<file path="src/rtl/gerador_tom_cp.sv">
// Square-wave tone generator: plays a period of cp clock cycles while gate is held
// and always finishes the current period before going silent.
module gerador_tom_cp #(
  parameter int LARGURA_CP = 18,
  parameter int CP_MIN     = 4
) (
  input  logic                  clk,
  input  logic                  rst_n,
  input  logic [LARGURA_CP-1:0] cp,
  input  logic                  gate,
  output logic                  onda,
  output logic                  ativo,
  output logic                  fim_periodo
);

  typedef enum logic [1:0] {IDLE, TOCANDO, PARANDO} estado_t;

  localparam logic [LARGURA_CP-1:0] CP_MIN_L = LARGURA_CP'(CP_MIN);
  localparam logic [LARGURA_CP-1:0] UM       = LARGURA_CP'(1);
  localparam logic [LARGURA_CP-1:0] ZERO     = '0;

  estado_t               estado_q, estado_d;
  logic [LARGURA_CP-1:0] cnt_q, cnt_d;
  logic [LARGURA_CP-1:0] cp_lat_q, cp_lat_d;
  logic                  onda_q, onda_d;
  logic [LARGURA_CP-1:0] cpEfetivo;
  logic [LARGURA_CP-1:0] cntMais1;
  logic                  ultimo;

  assign cpEfetivo = (cp < CP_MIN_L) ? CP_MIN_L : cp;
  assign cntMais1  = cnt_q + UM;
  assign ultimo    = (estado_q != IDLE) && (cnt_q == (cp_lat_q - UM));

  // The tone only continues past a wrap if the key was held on either side of the
  // period boundary; the period is resampled there and nowhere else.
  always_comb begin
    estado_d = estado_q;
    cnt_d    = cnt_q;
    cp_lat_d = cp_lat_q;
    onda_d   = onda_q;
    case (estado_q)
      IDLE: begin
        cnt_d  = ZERO;
        onda_d = 1'b0;
        if (gate) begin
          cp_lat_d = cpEfetivo;
          onda_d   = 1'b1;
          estado_d = TOCANDO;
        end
      end
      TOCANDO, PARANDO: begin
        if (ultimo) begin
          cnt_d = ZERO;
          if ((estado_q == TOCANDO) || gate) begin
            cp_lat_d = cpEfetivo;
            onda_d   = 1'b1;
            estado_d = gate ? TOCANDO : PARANDO;
          end else begin
            onda_d   = 1'b0;
            estado_d = IDLE;
          end
        end else begin
          cnt_d    = cntMais1;
          onda_d   = cntMais1 < (cp_lat_q >> 1);
          estado_d = gate ? TOCANDO : PARANDO;
        end
      end
      default: begin
        cnt_d    = ZERO;
        onda_d   = 1'b0;
        estado_d = IDLE;
      end
    endcase
  end

  always_ff @(posedge clk or negedge rst_n) begin
    if (!rst_n) begin
      estado_q <= IDLE;
      cnt_q    <= ZERO;
      cp_lat_q <= CP_MIN_L;
      onda_q   <= 1'b0;
    end else begin
      estado_q <= estado_d;
      cnt_q    <= cnt_d;
      cp_lat_q <= cp_lat_d;
      onda_q   <= onda_d;
    end
  end

  assign onda        = onda_q;
  assign ativo       = (estado_q != IDLE);
  assign fim_periodo = ultimo;

endmodule

</file>
<file path="config.mk">
export PLATFORM = sky130hd
export DESIGN_NAME = gerador_tom_cp
export DESIGN_NICKNAME = d
export VERILOG_FILES = /design/src/rtl/gerador_tom_cp.sv
export SDC_FILE = /design/constraint.sdc
export NUM_CORES = 1
export LEC_CHECK = 0
export CAP_MARGIN = 20
export CORE_ASPECT_RATIO = 1.25
export CORE_MARGIN = 5
export CORE_UTILIZATION = 58
export CTS_CLUSTER_DIAMETER = 120
export DETAILED_ROUTE_END_ITERATION = 7
export PLACE_DENSITY = 0.87
export SYNTH_ARGS = -nofsm -noshare
export SYNTH_HDL_FRONTEND = slang
export SYNTH_SLANG_ARGS = --single-unit
export TNS_END_PERCENT = 20
</file>
<file path="constraint.sdc">
create_clock -name clk -period 3.77 [get_ports clk]
set_input_delay 0.5655 -clock clk [delete_from_list [all_inputs] [get_ports clk]]
set_output_delay 0.5655 -clock clk [all_outputs]
set_load 0.05 [all_outputs]
</file>
Word-level counts from Yosys, hierarchy flattened
Index checks and enable logic that the tools add are counted.
Cells by class
  $lt $le $gt $ge: 2
  reductions and logical operators: 7
  multiplexer cells: 16
  equality and inequality tests: 6
  add/sub/neg operators: 2
Operators with widths (count)
  $mux 18: 6
  $pmux 18 s2: 1
  $add 18x1->18 const B: 1
  $eq 18x18->1: 1
  $lt 18x17->1: 1
  $lt 18x3->1 const B: 1
  $sub 18x1->18 const B: 1
  $mux 2: 4
  $ne 2x2->1 const B: 3
  $pmux 2 s2: 1
  $reduce_and 4->1: 1
  $reduce_bool 2->1: 2
  $mux 1: 3
  $eq 2x1->1 const B: 1
  $eq 2x2->1 const B: 1
  $logic_not 2->1: 1
  $pmux 1 s2: 1
  $reduce_or 2->1: 1
  $logic_and 1x1->1: 1
  $logic_or 1x1->1: 1
Storage, ports and cells
  register bits after elaboration: 39
  input bits: 21

Longest topological paths before layout
  depth after elaboration: 5
  depth in mapped cells: 13
  mapped depth without buffers: 12

Worst setup path after synthesis
OpenSTA, ideal clock, no wires.
  path type: register to output
  from: register cp_lat_q[3]
  to: output fim_periodo
  arrival: 3.345 ns
  cell stages (with the launch flop): 8
  buffers on the path: 1
  slack: -0.141 ns
  cell sequence: dfrtp_1 -> clkbuf_1 -> or4_4 -> or3_4 -> o31a_1 -> o21a_1 -> o31a_4 -> nor3_1
Between the ends
  longest elaborated chain between the ends: 3
RTL lines
  from (decl): line 24  | logic [LARGURA_CP-1:0] cp_lat_q, cp_lat_d;
  from (signal assigned): line 85  | cp_lat_q <= cp_lat_d;
  $sub 18x1->18: line 32  | assign ultimo = (estado_q != IDLE) && (cnt_q == (cp_lat_q - UM));
  $eq 18x18->1: line 32
  $logic_and 1x1->1: line 32
  to (decl): line 13  | output logic fim_periodo
Every way passes these cells.

Worst setup path in the final report
Same ends and word-level chain as after synthesis.

==> flow_summary.ini <==
[outcome]
status = completed

[floorplanning]
die_w_um = 72.81
start_util_pct = 60.03
pin_count = 24
rows = 28
die_area_um2 = 6445
core_um2 = 4765
die_h_um = 88.52

[synth]
yosysSeqAreaShare_pct = 34.16
syn_area_per_cell_um2 = 9.829
synth_cell_types = 54
yosysWarningCount = 0
synth_edf_count = 0
async_reset_ff_share_pct = 100.0
syn-num-nets = 333
synth_area_um2 = 2860
ys_ff_latch = 39
synth_cells = 291
ys.flop_type = dfrtp_1

[timing]
fmax_ghz = 0.2731
slew_headroom_pct = 42.67
fin_crit_sh_pct = 97.12
hold_ws_ns = 0.3735
hold_violations = 0
maxSlewViolCount = 0
fin_crit_ns = 3.661
rsz0062_at_grt = true
setup_viol = 0
worst_slew_pin_slew_ns = 0.8599
final.setup_skew_ns = 0.003905

[cts]
clkSinkCount = 39
clkLatencyLatePin_ns = 0.30
path_clk_slew_ns = 0.08
root_buffer = clkbuf_8
holdBufCountCts = 0
cts_buffer_depth = 2
cts_tree = built
cts_buffers = 5
htree_levels = 2

[global_routing]
gr-total-overflow = 0
antenna_found_initial = 0
first_global_vias = 2364
grt_pass1_wl_mm = 11.12
grt_usage_pct = 22.31
grt_max_degree = 40

[pwr]
ir_worst_vdd_mv = 0.4351
leakage_nw = 1.477
finalPower_mw = 2.077
p_per_area_nw_per_um2 = 627.2

[hold_path]
hold_class = input pin to asynchronous set/reset pin

[placed_design]
gp_congestion = 0.8977
port_buffers = 23
hpwl_mm = 4.875
dpl_cell_area_um2 = 3183

[drt]
vias = 2289
wl_mm = 6.554
ant_nets = 0
initialDrtViolationCount = 113
avgRoutedWirePerCell_um = 17.11
drcViolationCount = 0
drt_pass1_iterations = 4
vias_per_cell = 5.977

[layout]
nNetsFinal = 364
diodes = 0
area_growth_pct = 15.79
fin_util_pct = 69.51
drive_gt1_share_pct = 12.69
post-route-cell-area_um2 = 3312

[critical_path]
crit_required_ns = 3.20
crit_fanout = 8
crit_path_start_kind = flop
cp.arrival_ns = 3.10
path_class = flop to output pin
crit_path_end_kind = output pin

[run]
cap_viol_max_count = 0
[worst max-delay path: stages (launching register included)]
cell and delay, ns:
dfrtp_1 0.49, or4_4 0.61, or3_4 0.43, o31a_1 0.32
o21a_1 0.20, o31a_4 0.33, nor3_2 0.25, buf_12 0.17
[area by class of cell]
class	count	area, µm²
clock buffer	5	68.82
clock inverter	3	20.02
fill	357	1453
inverter	26	97.59
multi-input combinational	220	1785
sequential	39	977.2
tap	60	75.07
timing repair buffer	30	287.8
[power breakdown]
part	switching (mW)	internal (mW)	total [mW]
Clock	0.161	0.129	0.290
Sequential	0.211	0.547	0.759
Combinational	0.564	0.464	1.03
[registers in the layout, summed over array words and instances (netlist names)]
signal,cells
cnt_q,18
cp_lat_q,18
estado_q,2
onda,1
[stage by stage]
stage	setup slack, ns	setup TNS (ns)	instances
global route	-0.002935	-0.002935	383
global placement	0.3496	0	373
floorplan	0.2940	0	291
CTS	0.02313	0	381
detailed placement	0.2351	0	373
finish	0.1087	0	383
[kinds of logic after synthesis]
family / count (synthesis) / share of synthesized area, %
simple gates: 110 / 23.45
flops: 39 / 34.16
xor+xnor: 36 / 11.02
compound gates: 35 / 9.843
buf+inv: 32 / 4.462
fa+ha+maj: 21 / 9.186
mux: 18 / 7.874
[path summary, 6_finish.rpt]
kind	slack (ns)	startpoint	cells after the start	to
min in group clk	0.54	cnt_q[0]	1	cnt_q[0]
max in group asynchronous	2.86	rst_n	1	cnt_q[14]
worst max register to register	0.28	cp_lat_q[3]	9	cp_lat_q[3]
worst min register to register	0.54	cnt_q[0]	1	cnt_q[0]
worst min-delay path	0.37	rst_n	1	cp_lat_q[4]
worst max-delay path	0.11	cp_lat_q[3]	7	fim_periodo
[cell usage after synthesis (all sizes together), types with 7 or more instances]
master   n  area share [%]
nand2   18             2.4
xnor2   24             7.3
inv     26             3.4
nand4    9             2.0
nor3    11             2.3
nor2b   17             3.7
mux2    15             6.8
dfrtp   38              33
nor4    11             3.7
nor2    11             1.4
a21oi    7             1.2
ha      21             9.2
nand3    9             1.6
xor2    12             3.7
[timing repair]
item,in CTS,in global routing
setup buffers,0,2
resized for setup,0,4
setup endpoints to repair,0,18
[per-layer routing]
| metal | vias to the layer above | track usage [%] | part of all wire, % |
|---|---|---|---|
| li1 | 1109 | - | - |
| met4 | 0 | 7.886 | 2.3 |
| met3 | 17 | 4.205 | 5.9 |
| met5 | - | 0 | 0 |
| met1 | 1089 | 27.86 | 43 |
| met2 | 74 | 38.42 | 49 |
[layout by cell type, fill, tap and decap left out, types with 3 or more instances in the layout]
master / instances
a21oi_1: 7
and3_1: 5
and4_1: 3
buf_4: 7
clkbuf_8: 5
clkdlybuf4s50_1: 21
dfrtp_1: 38
ha_1: 21
inv_1: 26
mux2_1: 8
mux2_4: 7
mux2i_1: 3
nand2_1: 18
nand3_1: 9
nand4_1: 9
nor2_1: 11
nor2b_1: 17
nor3_1: 9
nor4_1: 6
nor4_2: 3
o21a_1: 3
o21ai_0: 6
or4_1: 3
xnor2_1: 24
xor2_1: 12
Note: power is estimated with default switching activity, not from simulation.
